<file path="config.mk">
export PLATFORM = sky130hd
export DESIGN_NAME = pcie_us_rc_tag_router
export DESIGN_NICKNAME = d
export VERILOG_FILES = /design/src/rtl/pcie_us_rc_tag_router.sv
export SDC_FILE = /design/constraint.sdc
export NUM_CORES = 1
export LEC_CHECK = 0
export CAP_MARGIN = 20
export CORE_ASPECT_RATIO = 0.7
export CORE_UTILIZATION = 50
export CTS_BUF_LIST = sky130_fd_sc_hd__clkbuf_2 sky130_fd_sc_hd__clkbuf_4 sky130_fd_sc_hd__clkbuf_8
export CTS_CLUSTER_DIAMETER = 120
export DETAILED_ROUTE_END_ITERATION = 16
export HOLD_SLACK_MARGIN = 0.1
export PLACE_DENSITY = 0.81
export SLEW_MARGIN = 15
export SYNTH_ARGS = -nofsm -noshare
export SYNTH_HDL_FRONTEND = slang
export SYNTH_SLANG_ARGS = --single-unit
export TNS_END_PERCENT = 100
</file>
<file path="constraint.sdc">
create_clock -name clk -period 4.8 [get_ports clk]
set_clock_uncertainty 0.2 [all_clocks]
set_input_delay 0.48 -clock clk [delete_from_list [all_inputs] [get_ports clk]]
set_output_delay 0.48 -clock clk [all_outputs]
set_load 0.005 [all_outputs]
</file>
<file path="src/rtl/pcie_us_rc_tag_router.sv">
// Tag allocator and completion router in front of the UltraScale PCIe RC demux.
// Hands out tags round-robin to requesters, records ownership, and steers completions.
module pcie_us_rc_tag_router #(
   parameter int unsigned M_COUNT   = 2,
   parameter int unsigned TAG_WIDTH = 8,
   parameter int unsigned TAG_COUNT = 32
) (
   input  logic                             clk,
   input  logic                             rst,
   input  logic [M_COUNT-1:0]               req,
   output logic [M_COUNT-1:0]               gnt,
   output logic [TAG_WIDTH-1:0]             gnt_tag,
   input  logic                             release_valid,
   input  logic [TAG_WIDTH-1:0]             release_tag,
   input  logic [TAG_WIDTH-1:0]             requester_id,
   input  logic                             enable,
   output logic                             demux_enable,
   output logic                             demux_drop,
   output logic [M_COUNT-1:0]               demux_select,
   output logic [$clog2(TAG_COUNT+1)-1:0]   free_count,
   output logic                             err_release,
   output logic                             err_tag
);

   localparam int unsigned OWNER_W = (M_COUNT > 1) ? $clog2(M_COUNT) : 1;
   localparam int unsigned IDX_W   = (TAG_COUNT > 1) ? $clog2(TAG_COUNT) : 1;
   localparam int unsigned CNT_W   = $clog2(TAG_COUNT + 1);
   localparam logic [TAG_WIDTH:0] TAG_LIMIT = (TAG_WIDTH + 1)'(TAG_COUNT);

   logic [TAG_COUNT-1:0] alloc_valid_q, alloc_valid_d;
   logic [OWNER_W-1:0]   owner_q [TAG_COUNT];
   logic [OWNER_W-1:0]   rr_ptr_q, rr_ptr_d;
   logic [M_COUNT-1:0]   gnt_q, gnt_d;
   logic [TAG_WIDTH-1:0] gnt_tag_q, gnt_tag_d;
   logic [CNT_W-1:0]     free_count_q, free_count_d;
   logic                 err_release_q, err_release_d;

   logic [M_COUNT-1:0]   eligible;
   logic                 free_any, win_any, do_alloc, do_release, rel_hit, rid_hit;
   logic [IDX_W-1:0]     free_idx, rel_idx, rid_idx;
   logic [OWNER_W-1:0]   win_idx, cand;

   // Lowest-index free tag
   always_comb begin
      free_any = 1'b0;
      free_idx = '0;
      for (int i = int'(TAG_COUNT) - 1; i >= 0; i--) begin
         if (!alloc_valid_q[i]) begin
            free_any = 1'b1;
            free_idx = IDX_W'(i);
         end
      end
   end

   // Round-robin search upward from rr_ptr+1; a requester granted last cycle is masked
   always_comb begin
      eligible = req & ~gnt_q;
      win_any  = 1'b0;
      win_idx  = '0;
      cand     = '0;
      for (int k = int'(M_COUNT); k >= 1; k--) begin
         cand = OWNER_W'((int'(rr_ptr_q) + k) % int'(M_COUNT));
         if (eligible[cand]) begin
            win_any = 1'b1;
            win_idx = cand;
         end
      end
   end

   always_comb begin
      rel_idx = IDX_W'(release_tag);
      rel_hit = ({1'b0, release_tag} < TAG_LIMIT) && alloc_valid_q[rel_idx];
      rid_idx = IDX_W'(requester_id);
      rid_hit = ({1'b0, requester_id} < TAG_LIMIT) && alloc_valid_q[rid_idx];
   end

   // Next-state: allocation selects from the pre-release vector
   always_comb begin
      do_alloc      = free_any && win_any;
      do_release    = release_valid && rel_hit;
      alloc_valid_d = alloc_valid_q;
      rr_ptr_d      = rr_ptr_q;
      gnt_d         = '0;
      gnt_tag_d     = gnt_tag_q;
      free_count_d  = free_count_q;
      err_release_d = release_valid && !rel_hit;
      if (do_release) alloc_valid_d[rel_idx] = 1'b0;
      if (do_alloc) begin
         alloc_valid_d[free_idx] = 1'b1;
         gnt_d[win_idx]          = 1'b1;
         gnt_tag_d               = TAG_WIDTH'(free_idx);
         rr_ptr_d                = win_idx;
      end
      case ({do_alloc, do_release})
         2'b10:   free_count_d = free_count_q - CNT_W'(1);
         2'b01:   free_count_d = free_count_q + CNT_W'(1);
         default: free_count_d = free_count_q;
      endcase
   end

   always_ff @(posedge clk) begin
      if (rst) begin
         alloc_valid_q <= '0;
         rr_ptr_q      <= OWNER_W'(M_COUNT - 1);
         gnt_q         <= '0;
         gnt_tag_q     <= '0;
         free_count_q  <= CNT_W'(TAG_COUNT);
         err_release_q <= 1'b0;
      end else begin
         alloc_valid_q <= alloc_valid_d;
         rr_ptr_q      <= rr_ptr_d;
         gnt_q         <= gnt_d;
         gnt_tag_q     <= gnt_tag_d;
         free_count_q  <= free_count_d;
         err_release_q <= err_release_d;
      end
   end

   // Owner table needs no reset: entries are only read while their alloc bit is set
   always_ff @(posedge clk) begin
      if (do_alloc) owner_q[free_idx] <= win_idx;
   end

   // Routing sees pre-release state so the final beat of a released tag still hits
   always_comb begin
      demux_select = '0;
      if (rid_hit) demux_select[owner_q[rid_idx]] = 1'b1;
      demux_drop   = !rid_hit;
      err_tag      = !rid_hit;
      demux_enable = enable && !rst;
   end

   assign gnt         = gnt_q;
   assign gnt_tag     = gnt_tag_q;
   assign free_count  = free_count_q;
   assign err_release = err_release_q;

endmodule

</file>
# ---- Word level (Yosys, flattened, before mapping)
# Memories as Yosys holds them, arrays and structs flattened.
# Index checks and enable logic that the tools add are counted.
dict set report classes {
  addsub 4
  n_lt_le_gt_ge 13
  eq_ne 2
  mux 90
  bitwise_logic 6
  n_reduce_logical 15
}
# operator count
set ops {}
lappend ops {{5-bit two-way mux} 32}
lappend ops {{32-bit two-way mux} 2}
lappend ops {{1-bit two-way mux} 48}
lappend ops {{32-bit bitwise AND} 1}
lappend ops {{32-bit NOT} 1}
lappend ops {{32-bit OR} 1}
lappend ops {{5-bit by 6-bit < comparator with 1-bit output (second input constant)} 3}
lappend ops {{8-bit by 6-bit < comparator with 1-bit output (second input constant)} 2}
lappend ops {{6-bit case mux with 2 select lines} 1}
lappend ops {{1-bit binary-select mux with 5-bit select} 2}
lappend ops {{1-bit demux with 5-bit select} 2}
lappend ops {{5-bit by 1-bit >= comparator with 1-bit output (second input constant)} 2}
lappend ops {{1-bit logical AND} 10}
lappend ops {{1-bit by 2-bit < comparator with 1-bit output (second input constant)} 4}
lappend ops {{6-bit by 1-bit adder with 6-bit output (second input constant)} 1}
lappend ops {{6-bit by 1-bit subtractor with 6-bit output (second input constant)} 1}
lappend ops {{1-bit zero test} 3}
lappend ops {{1-bit adder (second input constant)} 2}
lappend ops {{2-bit bitwise AND} 1}
lappend ops {{1-bit demux with 1-bit select} 2}
lappend ops {{2-bit by 1-bit equality test with 1-bit output (second input constant)} 1}
lappend ops {{2-bit equality test (second input constant)} 1}
lappend ops {{1-bit >= comparator (second input constant)} 2}
lappend ops {{2-bit two-way mux} 1}
lappend ops {{4 further kinds} 4}
dict set report word_totals {
  ff_bits 47
  ram_bits 32
  input_bits 22
  output_inout_bits 22
  wordCells 137
  mem_count 1
}
# name depth word_bits read_ports rd_ports_with_merged_regs write_ports line_no
set memory_table {}
lappend memory_table {owner_q 32 1 1 0 1 31} ;# logic [OWNER_W-1:0] owner_q [TAG_COUNT];

# ---- Depth between registers and ports, before layout
dict set report logic_depth {
  word_depth 38
  depth_mapped 17
  mapped_depth_nobuf 14
}

# ---- Worst setup path after synthesis
# No wires, ideal clock.
dict set report synth_path {
  path_kind {input port to flip-flop}
  startpoint {input release_tag[3]}
  endpoint {register free_count_q[5], in the netlist free_count[5]}
  setup_time_ns 0.078
  arrival_ns 3.414
  t_required_ns 4.522
  setup_slack_ns 1.108
  cell_stages 16
  path_buffers 2
  path_cell_list {buf_6 or4_4 o32ai_4 a211oi_2 a211oi_4 buf_6 and2_1 ha_1 inv_1 ha_1 a21oi_1 nand2_1 a21o_1 a21o_1 o21a_1 nor3_1}
}
dict set report synth_via {
  elab_chain_cells 6
  elab_cells_between_ends 9
  classes_between {1 x order compare; 2 x eq/ne; 3 x mux; 3 x reduce/logical}
}
# element line_no
set synth_lines {}
lappend synth_lines {{start: declaration} 14} ;# input logic [TAG_WIDTH-1:0] release_tag,
lappend synth_lines {{1-bit binary-select mux with 5-bit select} 72} ;# rel_hit = ({1'b0, release_tag} < TAG_LIMIT) && alloc_valid_q[rel_idx];
lappend synth_lines {{1-bit two-way mux (implied by the code)} 72}
lappend synth_lines {{1-bit logical AND (*)} 72}
lappend synth_lines {{1-bit logical AND (*)} 80} ;# do_release = release_valid && rel_hit;
lappend synth_lines {{2-bit by 1-bit equality test with 1-bit output / 2-bit equality test (equally long branches)} 94} ;# case ({do_alloc, do_release})
lappend synth_lines {{6-bit case mux with 2 select lines / 2-bit nonzero test (equally long branches)} -}
lappend synth_lines {{end signal: assignment} 107} ;# free_count_q <= CNT_W'(TAG_COUNT);
lappend synth_lines {{end signal: assignment} 114} ;# free_count_q <= free_count_d;
lappend synth_lines {{end: declaration} 35} ;# logic [CNT_W-1:0] free_count_q, free_count_d;
# Mark *: on every way between the ends. The rest lies on a longest branch, timed or not. The select of a mux whose other input is x is not followed.
# A chain may end at the register's enable or synchronous reset.

# ---- Worst setup path in the final report
dict set report layout_path {
  startpoint {input release_tag[0]}
  endpoint {register free_count_q[5], in the netlist free_count[5]}
}
# Same word-level chain as after synthesis.

==> summary.txt <==
STA
  – Slew Limit Fails: 0
  – Slew HR: 0.292
  – Unrepaired setup endpoints after global routing: no
  – Final Cycle Share: 0.852
  – Worst-Margin Slew: 1.06 ns
  – Post-layout min period: 4.09 ns
  – Setup-failing EPs final: 0
  – Setup Total Neg Slack: 0 ns
  – Final hold vios: 0
  – Max Freq: 245 MHz

Global route
  – Met1 Use GR: 0.443
  – Antenna violations before repair: 0
  – Number of global-route vias before repair: 4172
  – Largest net degree at the start of global routing: 38
  – GRT overflow: 0
  – First-pass GRT wire length: 23100 um
  – Met3 usage: 0.106
  – Layer with the highest usage: met1
  – Total track usage: 0.307
  – GR met2 Demand/Resource: 0.439

Layout
  – Post-route insts no fill: 640
  – Nets: 540
  – Layout cell share with drive strength beyond 1: 0.126
  – Ant. Diodes: 0
  – Area Growth Syn to Fin: 12.7%

Placement
  – DP Cell Count: 623
  – Gpl congestion: 1.01
  – Dpl hpwl: 10500 um
  – PortBufs: 40

Yosys
  – Post-Synth XOR/XNOR Area: 0.00722
  – Synth Area in Compound Gates: 0.191
  – Most frequent cell after synthesis: nor2_1
  – Area share of the largest cell type after synthesis: 0.198
  – Mux contribution to synthesized area: 0.139
  – Largest area contributor in the netlist: edfxtp_1
  – Share of flip-flops with an asynchronous set or reset: 0
  – Largest family of logic cells by synthesized area: simple AND/OR/NAND/NOR gates
  – Yosys cell types: 70
  – Average cell area after synthesis: 9.98 um^2
  – Netlist Area Pre-Place: 4850 um^2
  – Main area contributors after synthesis: edfxtp_1 20%, dfxtp_1 19%, mux4_2 9.7%
  – Post-synth top cells: 55 x nor2_1, 47 x dfxtp_1, 35 x nand2_1
  – Adder-cell share of the synthesized area: 0.0196
  – Syn. warnings: 0
  – Sequential area share after synthesis: 0.392
  – Cells after Synth: 486
  – Simple logic cell fraction of the synthesized area: 0.194
  – EDFF count, synth: 32
  – Top_reg_cell synth: dfxtp_1
  – Seq cells post-synth: 79

Pwr
  – PwrDens: 282 nW/um^2
  – VDD IR max: 0.207 mV
  – P_leak: 1.80 nW

Die
  – Initial core utilization: 0.524
  – Core Rows: 29
  – Area of the core: 9250 um^2
  – Die area: 10100 um^2
  – Num ports: 44
  – Die Span Y: 84.4 um
  – Die W: 120 um

Worst setup path
  – Kind of critical path: input port to register
  – CP max stage delay: 0.67 ns
  – CP Capture Type: register
  – Nature of the critical path startpoint: input port
  – CP delay by family, top: compound AO/OA/AOI/OAI gates
  – Critical path fanouts, max: 17
  – Critical Path AT: 4.18 ns
  – Critical-path top delay cell: clkdlybuf4s50_1
  – Crit-path cells: clkdlybuf4s50_1 > or4_4 > o32ai_4 > a211oi_2 > a211oi_4 > and2_1 > ha_1 > inv_1 > ha_1 > a21oi_1 > nand2_1 > a21o_1 > a21o_1 > o21a_1 > nor3_1
  – Reg2reg setup slack: 0.80 ns
  – Worst reg2reg path endpoint: free_count[5]
  – R2R Path Start: alloc_valid_q[0]
  – Buf/Inv on CP: 2
  – Worst endpoint required time: 4.89 ns
  – Worst-case reg-to-reg path depth: 13

Detailed routing
  – Detailed Route WL: 15000 um
  – Vias post-DR: 4382
  – Final ANT Viol Nets: 0
  – Routed vias/inst: 6.85
  – # DRC: 0
  – TritonRoute pass-1 iters: 6
  – Wire per inst: 23.4 um
  – Initial DRC Count: 735

Worst hold path
  – Hold path depth: 2
  – HP Start: gnt_tag[2]
  – Min-delay worst type: register to register
  – Hold Path Sink: gnt_tag[2]

CTS
  – Post-CTS setup buffers: 0
  – Post-CTS Resized: 0
  – Hold buffers post-CTS: 0
  – Worst-Skew Late Latency: 0.37 ns
  – CTS sink cnt: 79
  – CTS tree: yes
  – H-Tree Level Count: 3
  – Clock Path Buffers: 2
  – Total CTS buffers: 9
  – Clock Pin Slew Worst Setup and Hold Paths: 0.07 ns
  – Clk root buf: clkbuf_8

Flow run
  – # Max-Cap Violations: 0

Outcome
  – Status: complete, no violations
## cells in the final DEF (no fill, tap or decap), drive strengths merged, types with 7 or more instances in the layout
master	instances
o31ai	7
a31oi	9
dfxtp	47
o21ai	13
clkbuf	16
edfxtp	32
or2	7
nor3	15
mux4	21
nand3	9
a41oi	8
buf	10
clkdlybuf4s50	40
nand2	35
inv	16
nor2b	8
o2bb2ai	10
a21oi	16
mux2i	20
nand4	11
nor2	55
nand2b	10
## cells by family (layout without fill, tap and decap cells)
group | Yosys count | count (layout)
AO/OA/AOI/OAI | 116 | 116
XOR/XNOR | 4 | 4
adder cells (fa/ha/maj) | 7 | 7
buffers and inverters | 55 | 83
flip-flops | 79 | 79
multiplexers | 41 | 41
other | 1 | 3
AND/OR/NAND/NOR | 183 | 183
## power breakdown
group / leakage [nW] / switching [mW] / internal [mW]
combinational: 1.03 / 0.170 / 0.146
clock: 0.0950 / 0.244 / 0.232
sequential: 0.674 / 0.0261 / 0.726
total: 1.80 / 0.440 / 1.10
## metrics by stage
stage / hold slack (ns) / util / setup slack [ns] / instance area, um^2 / total power [mW]
after floorplan: 0.245 / - / 1.11 / 4860 / 0.962
after global placement: 0.254 / 0.571 / 0.503 / 5280 / 1.07
after detailed placement: 0.255 / 0.571 / 0.365 / 5280 / 1.08
after CTS: 0.273 / 0.590 / 0.748 / 5460 / 1.54
after global routing: 0.284 / 0.591 / 0.491 / 5470 / 1.61
final: 0.275 / 0.591 / 0.713 / 5470 / 1.54
## worst min-delay path: cells and delay by family, from the launching register on
family / cells / cell delay (ns)
AOI/OAI and AO/OA: 1 / 0.05
DFF: 1 / 0.32
and+or+nand+nor: 1 / 0.06
## routing by layer
layer / wire length, um / vias to the layer above
li1: - / 1915
met1: 6190 / 2120
met2: 6290 / 314
met3: 2210 / 33
met4: 310 / 0
met5: 0 / -
## sequential cells by signal, indices dropped and copies added, names as in the netlist
name           flops
alloc_valid_q     32
err_release        1
free_count         6
gnt                2
gnt_tag            5
owner_q           32
rr_ptr_q           1
## how the worst max path moves through the flow
stage | start | endpoint | slack (ns) | cells past startpoint
floorplan | release_tag[3] | free_count[5] | 1.11 | 16
global placement | release_tag[0] | free_count[5] | 0.50 | 15
detailed placement | release_tag[0] | free_count[5] | 0.37 | 15
CTS | release_tag[0] | free_count[5] | 0.75 | 15
global route | release_tag[0] | free_count[5] | 0.49 | 15
finish | release_tag[0] | free_count[5] | 0.71 | 15
## layout make-up
type	count	area [um^2]
fillers	793	3780
well taps	124	155
multi-input cells	354	2690
clock buffers	15	175
clock inverters	1	7.51
repair buffers	51	480
flip-flops and latches	79	1900
inverters	16	60.1
No activity file was read; power rests on OpenSTA's default activity.
